## src/rtl/mul_div_unit.sv

```systemverilog
// mul_div_unit: iterative 32x32 multiply / divide unit with HI/LO registers.
// Optional DivZero output is enabled by defining MDU_DIVZERO_FLAG_EN.
module mul_div_unit (
    input  logic        clk,
    input  logic        reset,
    input  logic [31:0] A,
    input  logic [31:0] B,
    input  logic        MulStart,
    input  logic        MulSelMD,
    input  logic        Sign,
    input  logic        MulSelHL,
    input  logic        MulWrite,
`ifdef MDU_DIVZERO_FLAG_EN
    output logic        DivZero,
`endif
    output logic        mulready,
    output logic [31:0] HLOut
);

    typedef enum logic [1:0] {
        S_IDLE,
        S_CALC,
        S_FIX
    } state_t;

    state_t      r_state;
    state_t      w_next;
    logic [5:0]  r_cnt;
    logic [31:0] r_hi;
    logic [31:0] r_lo;
    logic [31:0] r_a;
    logic [31:0] r_b;
    logic [63:0] r_acc;
    logic        r_sa;
    logic        r_sb;
    logic        r_md;
    logic        r_bz;

    logic        w_start;
    logic        w_sa;
    logic        w_sb;
    logic [31:0] w_amag;
    logic [31:0] w_bmag;
    logic [32:0] w_madd;
    logic        w_ge;
    logic [31:0] w_diff;
    logic [63:0] w_step;
    logic        w_neg;
    logic [63:0] w_prod;
    logic [31:0] w_quo;
    logic [31:0] w_rem;
    logic [31:0] w_hi_fix;
    logic [31:0] w_lo_fix;

    assign w_start  = (r_state == S_IDLE) && MulStart;
    assign w_sa     = Sign & A[31];
    assign w_sb     = Sign & B[31];
    assign w_amag   = w_sa ? (32'd0 - A) : A;
    assign w_bmag   = w_sb ? (32'd0 - B) : B;

    // Shift-add: add multiplicand into the upper half, then shift right.
    assign w_madd   = {1'b0, r_acc[63:32]}
                    + {1'b0, (r_acc[0] ? r_a : 32'd0)};

    // Restoring divide: partial remainder shifted left by one dividend bit.
    assign w_ge     = r_acc[63:31] >= {1'b0, r_b};
    assign w_diff   = r_acc[62:31] - r_b;

    assign w_step   = r_md
                    ? (w_ge ? {w_diff, r_acc[30:0], 1'b1}
                            : {r_acc[62:0], 1'b0})
                    : {w_madd, r_acc[31:1]};

    // Sign correction applied in FIX; divide by zero forces an all-ones quotient.
    assign w_neg    = r_sa ^ r_sb;
    assign w_prod   = w_neg ? (64'd0 - r_acc) : r_acc;
    assign w_quo    = r_bz ? 32'hFFFF_FFFF
                    : (w_neg ? (32'd0 - r_acc[31:0]) : r_acc[31:0]);
    assign w_rem    = r_sa ? (32'd0 - r_acc[63:32]) : r_acc[63:32];
    assign w_hi_fix = r_md ? w_rem : w_prod[63:32];
    assign w_lo_fix = r_md ? w_quo : w_prod[31:0];

    assign mulready = (r_state == S_IDLE);
    assign HLOut    = MulSelHL ? r_hi : r_lo;

    // State register.
    always_ff @(posedge clk or negedge reset) begin
        if (!reset) begin
            r_state <= S_IDLE;
        end else begin
            r_state <= w_next;
        end
    end

    // Next-state logic: 32 CALC cycles then one FIX cycle.
    always_comb begin
        w_next = r_state;
        unique case (r_state)
            S_IDLE: if (MulStart) w_next = S_CALC;
            S_CALC: if (r_cnt == 6'd31) w_next = S_FIX;
            S_FIX:  w_next = S_IDLE;
            default: w_next = S_IDLE;
        endcase
    end

    // Operand latch, iteration datapath and HI/LO update.
    always_ff @(posedge clk or negedge reset) begin
        if (!reset) begin
            r_cnt <= 6'd0;
            r_hi  <= 32'd0;
            r_lo  <= 32'd0;
            r_a   <= 32'd0;
            r_b   <= 32'd0;
            r_acc <= 64'd0;
            r_sa  <= 1'b0;
            r_sb  <= 1'b0;
            r_md  <= 1'b0;
            r_bz  <= 1'b0;
        end else begin
            unique case (r_state)
                S_IDLE: begin
                    if (MulStart) begin
                        r_cnt <= 6'd0;
                        r_sa  <= w_sa;
                        r_sb  <= w_sb;
                        r_md  <= MulSelMD;
                        r_bz  <= (B == 32'd0);
                        r_a   <= w_amag;
                        r_b   <= w_bmag;
                        r_acc <= MulSelMD ? {32'd0, w_amag}
                                          : {32'd0, w_bmag};
                    end else if (MulWrite) begin
                        if (MulSelHL) r_hi <= A;
                        else          r_lo <= A;
                    end
                end
                S_CALC: begin
                    r_acc <= w_step;
                    r_cnt <= r_cnt + 6'd1;
                end
                S_FIX: begin
                    r_hi <= w_hi_fix;
                    r_lo <= w_lo_fix;
                end
                default: ;
            endcase
        end
    end

`ifdef MDU_DIVZERO_FLAG_EN
    logic r_dz;
    assign DivZero = r_dz;

    // Sticky divide-by-zero flag, cleared when a new operation starts.
    always_ff @(posedge clk or negedge reset) begin
        if (!reset) begin
            r_dz <= 1'b0;
        end else if (w_start) begin
            r_dz <= 1'b0;
        end else if (r_state == S_FIX && r_md && r_bz) begin
            r_dz <= 1'b1;
        end
    end
`endif

endmodule

```

## config.mk

```make
export PLATFORM = sky130hd
export DESIGN_NAME = mul_div_unit
export DESIGN_NICKNAME = d
export VERILOG_FILES = /design/src/rtl/mul_div_unit.sv
export SDC_FILE = /design/constraint.sdc
export NUM_CORES = 1
export LEC_CHECK = 0
export ABC_CLOCK_PERIOD_IN_PS = 4330
export BUFFER_PORTS_ARGS = -buffer_cell sky130_fd_sc_hd__clkbuf_2
export CAP_MARGIN = 20
export CORE_AREA = 4 4 216 165
export DETAILED_ROUTE_END_ITERATION = 7
export DIE_AREA = 0 0 220 169
export PLACE_DENSITY = 0.76
export REMOVE_ABC_BUFFERS = 1
export SLEW_MARGIN = 20
export SYNTH_ARGS = -nofsm -noshare
export SYNTH_HDL_FRONTEND = slang
export SYNTH_SLANG_ARGS = --single-unit
```

## constraint.sdc

```tcl
create_clock -name clk -period 4.33 [get_ports clk]
set_input_delay 0.2165 -clock clk [delete_from_list [all_inputs] [get_ports clk]]
set_output_delay 0.2165 -clock clk [all_outputs]
set_load 0.005 [all_outputs]
```

# --- After elaboration in Yosys (flattened, before gate mapping) ---
# Index checks and enable logic that the tools add are counted.
totals:
  inputBits: 71
  ff_bits: 204
  elab_cells: 69
  out_inout_bits: 33
op_classes:
  muxes: 28
  order_cmp: 1
  add_sub_neg: 8
  n_reduce_logical: 9
  bitwise: 3
  eq_ne: 9
op_table:
  columns: ["cell", "count"]
  rows:
  - ["$mux 32", 16]
  - ["$mux 64", 4]
  - ["$pmux 32 s2", 2]
  - ["$pmux 64 s2", 1]
  - ["$sub 1x32->32 const A", 4]
  - ["$sub 1x64->64 const A", 1]
  - ["$add 32x32->33", 1]
  - ["$ge 33x32->1", 1]
  - ["$logic_not 32->1", 1]
  - ["$sub 32x32->32", 1]
  - ["$ne 2x2->1 const B", 6]
  - ["$pmux 6 s2", 1]
  - ["$reduce_and 4->1", 2]
  - ["$add 6x1->6 const B", 1]
  - ["$eq 6x5->1 const B", 1]
  - ["$mux 6", 1]
  - ["$reduce_and 2->1", 3]
  - ["$mux 2", 2]
  - ["$pmux 2 s2", 1]
  - ["$reduce_bool 2->1", 2]
  - ["$and 1x1->1", 2]
  - ["$eq 2x1->1 const B", 1]
  - ["$eq 2x2->1 const B", 1]
  - ["$logic_not 2->1", 1]
  - ["$xor 1x1->1", 1]

# --- Logic depth before layout (Yosys ltp) ---
depth:
  word_depth: 5
  mapped_depth: 14
  depth_no_buf: 13

# --- Worst setup path before layout ---
# No wires, ideal clock.
synth_path:
  kind: "reg-to-reg"
  from: "register r_acc[31]"
  to: "register r_acc[56]"
  path_stages_with_launch: 14
  path_slack_ns: 1.203
  setup_ns: 0.126
  n_path_buf: 1
  arrival_ns: 3.000
  synth_period_minus_slack_ns: 3.127
  required_time_ns: 4.204
  path_cell_list: "dfrtp_1 clkbuf_1 inv_1 ha_1 inv_1 fa_1 a21o_1 a221oi_1 o21ai_0 a221oi_1 o21ai_0 mux2i_1 o31a_1 o2bb2a_1"
synth_between:
  elab_chain_len: 4
  elab_cells_between_ends: 5
  cone_classes: "add/sub (1); order compare (1); mux (3)"
synth_lines:
  columns: ["item", "line", "rtl"]
  rows:
  - ["from (decl)", "33", "logic [63:0] r_acc;"]
  - ["from (signal assigned)", "130", "r_acc <= MulSelMD ? {32'd0, w_amag}"]
  - ["from (signal assigned)", "138", "r_acc <= w_step;"]
  - ["$sub 32x32->32 / $ge 33x32->1 (equally long branches)", "67, 66", null]
  - ["$mux 64 * (2 in series)", "70", "? (w_ge ? {w_diff, r_acc[30:0], 1'b1}"]
  - ["$pmux 64 s2 *", "120", "unique case (r_state)"]
# Every way passes the cells marked *; elsewhere a longest branch is shown, timed or not.
# A chain may end at the register's enable or synchronous reset.

# --- Worst setup path in the final report ---
layout_path:
  from: "register r_acc[34]"
  to: "register r_acc[56]"
layout_between:
  elab_chain_len: 4
  elab_cells_between_ends: 6
  cone_classes: "add/sub (2); order compare (1); mux (3)"
layout_lines:
  columns: ["item", "line"]
  rows:
  - ["$sub 32x32->32 / $ge 33x32->1 (equally long branches)", "67, 66"]
  - ["$mux 64", "70"]
  - ["$mux 64 *", "70"]
  - ["$pmux 64 s2 *", "120"]
# Marks and branches as above.

==> impl_metrics.json <==
{
  "drt_iter0_markers": 1864,
  "grt.total_usage_pct": 30.1,
  "synthMuxAreaShare_pct": 5.17,
  "initial_core_util_pct": 49.7,
  "design.core.area_mm2": 0.0334,
  "drc_errors_left": 0,
  "synth.area.top_cells": "sky130_fd_sc_hd__dfrtp_1, sky130_fd_sc_hd__o21ai_0, sky130_fd_sc_hd__nand2_1, sky130_fd_sc_hd__xnor2_1, sky130_fd_sc_hd__ha_1",
  "max_freq_ghz": 0.250,
  "rsz0062_at_grt": "false",
  "grt_antenna_before_repair": 4,
  "run_status": "finished clean",
  "post_synth_inst_count": 2072,
  "postRouteAntennaNets": 0,
  "worstSkewPairLatency_ns": 0.55,
  "hp-class": "input port to flip-flop",
  "ys_async_rst_share_pct": 100,
  "timing.setup.tns_ns": 0,
  "worst-endpoint-required_ns": 4.76,
  "dieHeight_um": 169,
  "synth_cell_types": 83,
  "slew_headroom_pct": 23.4,
  "peakVddDrop_uv": 406,
  "numnets_final": 2247,
  "internal-power_w": 0.00728,
  "synth_warnings": 0,
  "synth_simple_gate_area_share_pct": 18.8,
  "grt_pass1_vias": 15600,
  "number_of_maximum_capacitance_constraint_violations": 0,
  "yosysMostFrequentCell": "sky130_fd_sc_hd__nand2_1",
  "synth_top_family_by_area": "compound AO/OA/AOI/OAI gates",
  "power.leakage_nw": 7.84,
  "final_core_density_pct": 54.9,
  "crit_fanout": 31,
  "area.growth.synth_to_final_pct": 10.5,
  "worst-slew-pin-transition_ns": 1.15,
  "power_dens_cells_mw_per_mm2": 766,
  "critical-path-slowest-cell": "sky130_fd_sc_hd__a2111oi_0",
  "period_minus_slack_ns": 4.00,
  "synth_area_leader_cell": "sky130_fd_sc_hd__dfrtp_1",
  "grt_remaining_overflow": 0,
  "synthTopCellsByCount": "sky130_fd_sc_hd__nand2_1, sky130_fd_sc_hd__o21ai_0, sky130_fd_sc_hd__dfrtp_1",
  "pwr-share-clk_pct": 14.4,
  "synth_flop_cell": "sky130_fd_sc_hd__dfrtp_1",
  "grt_max_degree": 103,
  "num_io_pins": 104,
  "cts_inserted_buffers": 23,
  "cts-resized-gates": 0,
  "die_area_mm2": 0.0372,
  "combPwrFrac_pct": 60.2,
  "timing.critical_path.to_type": "flip-flop",
  "routed_wirelength_um": 57600,
  "first_pass_grt_wire_length_um": 89000,
  "series_of_cell_instances_along_the_critical_path": "ha_1 -> o2111ai_1 -> a2111oi_0 -> o41ai_2 -> nand4bb_1 -> nand2_2 -> and2_1 -> o31a_1 -> o2bb2a_1",
  "clockBufferDepth": 3,
  "number_of_synthesized_flops_with_an_enable_pin": 0,
  "synth.top_cell.area_share_pct": 30.8,
  "routedWlPerCell_um": 22.4,
  "cts_tree": "done",
  "dr_total_vias": 16600,
  "drt-vias-per-instance": 6.44,
  "slowest_delay_ns": 0.85,
  "clock_sinks": 204,
  "seq_power_share_pct": 25.4,
  "detailedRoute.firstPassIterationCount": 6,
  "yosys.area_share.adder_pct": 5.45,
  "min_period_over_period_pct": 92.4,
  "cts-root-buf": "sky130_fd_sc_hd__clkbuf_16",
  "std_cell_rows": 58,
  "dp_hpwl_um": 42900,
  "synth_area_in_compound_gates_pct": 25.8,
  "yosys.area_share.xor_xnor_pct": 9.03,
  "critical_path_arrival_ns": 4.43,
  "setup.worst_path.class": "flip-flop to flip-flop",
  "cts-htree-levels": 1,
  "synth-seq-cells": 204,
  "clock-skew-final_ns": 0.0196,
  "synth_seq_area_share_pct": 30.8,
  "clk_transition_reported_paths_ns": 0.06,
  "layout-drive-gt1-share_pct": 12.3,
  "setup-violations-final": 0,
  "netSwitchingPower_w": 0.00677,
  "timing.hold.ws_ns": 0.0346,
  "syn_avg_cell_area_um2": 8.01,
  "syn-cell-area_mm2": 0.0166,
  "port-buffer-count": 103,
  "finalWeightedCongestion": 0.988,
  "timing.critical_path.from_type": "flip-flop",
  "final_max_slew_viol_count": 0,
  "switching_part_of_the_total_pct": 48.2,
  "hold_violations": 0,
  "fp.dieW_um": 220
}
-- metrics by stage --
stage                     area, um2  setup slack (ns)  std cells  power (W)
after floorplan               16000            -0.830       1928    0.00929
after detailed placement      17500             0.517       2523     0.0118
after global routing          18300             0.191       2570     0.0150
final                         18300             0.329       2571     0.0141
after CTS                     18300             0.514       2569     0.0138
after global placement        17500             0.621       2523     0.0116
-- sequential cells by signal, indices dropped and copies added (netlist names) --
name,cells
r_acc,64
r_state,2
r_sa,1
r_md,1
r_sb,1
r_hi,32
r_b,32
r_cnt,6
r_bz,1
r_lo,32
r_a,32
-- layout by cell type, fill, tap and decap left out, types with 6 or more instances in the layout --
master	count
sky130_fd_sc_hd__nand2b_1	14
sky130_fd_sc_hd__a221oi_1	8
sky130_fd_sc_hd__mux2_2	38
sky130_fd_sc_hd__nor2_1	134
sky130_fd_sc_hd__or4_1	15
sky130_fd_sc_hd__buf_4	40
sky130_fd_sc_hd__nor3_1	31
sky130_fd_sc_hd__o22ai_1	33
sky130_fd_sc_hd__o31ai_1	31
sky130_fd_sc_hd__nor4_1	16
sky130_fd_sc_hd__nor3b_1	9
sky130_fd_sc_hd__a21o_1	29
sky130_fd_sc_hd__dfrtp_1	203
sky130_fd_sc_hd__a31oi_1	21
sky130_fd_sc_hd__o211ai_1	19
sky130_fd_sc_hd__clkbuf_8	8
sky130_fd_sc_hd__nand4_1	11
sky130_fd_sc_hd__a211oi_1	53
sky130_fd_sc_hd__dlygate4sd3_1	6
sky130_fd_sc_hd__or2_2	11
sky130_fd_sc_hd__mux2i_1	43
sky130_fd_sc_hd__ha_1	69
sky130_fd_sc_hd__and3_1	6
sky130_fd_sc_hd__o41ai_1	18
sky130_fd_sc_hd__clkbuf_16	23
sky130_fd_sc_hd__nor2b_1	16
sky130_fd_sc_hd__o211a_1	16
sky130_fd_sc_hd__o21ai_0	242
sky130_fd_sc_hd__nand2_1	260
sky130_fd_sc_hd__clkbuf_2	102
sky130_fd_sc_hd__inv_1	67
sky130_fd_sc_hd__nand3_1	43
sky130_fd_sc_hd__or3_1	10
sky130_fd_sc_hd__o21a_1	10
sky130_fd_sc_hd__and2_1	39
sky130_fd_sc_hd__a21oi_1	138
sky130_fd_sc_hd__xnor2_1	102
sky130_fd_sc_hd__xor2_1	68
sky130_fd_sc_hd__o21bai_1	10
sky130_fd_sc_hd__a22oi_1	10
-- area by class of cell --
class	instances	area (um2)
clock inverters	6	61.3
diodes	1	2.50
well taps	450	563
repair buffers	152	945
multi-input cells	1657	10700
fillers	3198	15000
clock buffers	34	687
flip-flops and latches	204	5110
inverters	67	251
-- what timing repair did --
item                                   in CTS  in global routing
setup buffers                               0                  0
hold buffers                                6                  0
endpoints found under the hold margin      76                  0
-- layer usage --
layer | wire [um] | vias up | part of all wire (%) | GRT usage (%)
met3 | 7150 | 140 | 12 | 8.92
li1 | - | 7539 | - | -
met1 | 24300 | 7921 | 42 | 43.4
met4 | 2000 | 4 | 3.5 | 8.92
met5 | 22 | - | 0.038 | 0
met2 | 24100 | 948 | 42 | 43.8
-- logic make-up (layout without fill, tap and decap cells) --
logic type,after synthesis,in the layout
DFF,204,204
muxes,81,81
other,0,1
adders and majority gates,71,71
AOI/OAI and AO/OA,684,684
buffers and inverters,211,259
xor gates and xnor gates,171,171
and+or+nand+nor,650,650
-- critical path: cells and delay by family (launching register included) --
kind / cells / cell delay [ns]
AO/OA/AOI/OAI: 5 / 1.87
adder cells (fa/ha/maj): 1 / 0.58
flip-flops: 1 / 0.51
AND/OR/NAND/NOR: 3 / 0.95
-- power groups by stage --
| stage | Sequential (W) | Clock, W | Combinational, W |
|---|---|---|---|
| 2_1_floorplan | 0.00331 | 0 | 0.00597 |
| 3_3_place_gp | 0.00352 | 0 | 0.00811 |
| 3_5_place_dp | 0.00355 | 0 | 0.00822 |
| 4_1_cts | 0.00353 | 0.00203 | 0.00828 |
| 5_1_grt | 0.00364 | 0.00211 | 0.00928 |
| 6_report | 0.00357 | 0.00202 | 0.00846 |
-- path summary, 6_finish.rpt --
| path | startpoint | endpoint | slack (ns) | depth (start not counted) |
|---|---|---|---|---|
| worst max-delay path | r_acc[34] | r_acc[56] | 0.33 | 9 |
| worst min-delay path | A[21] | r_hi[21] | 0.03 | 3 |
| worst max register to register | r_acc[34] | r_acc[56] | 0.33 | 9 |
| worst min register to register | r_lo[5] | r_lo[5] | 0.47 | 2 |
| max in group asynchronous | reset | r_md | 3.03 | 3 |
| min in group asynchronous | reset | r_b[3] | 0.26 | 2 |
(Power assumes the default switching activity.)
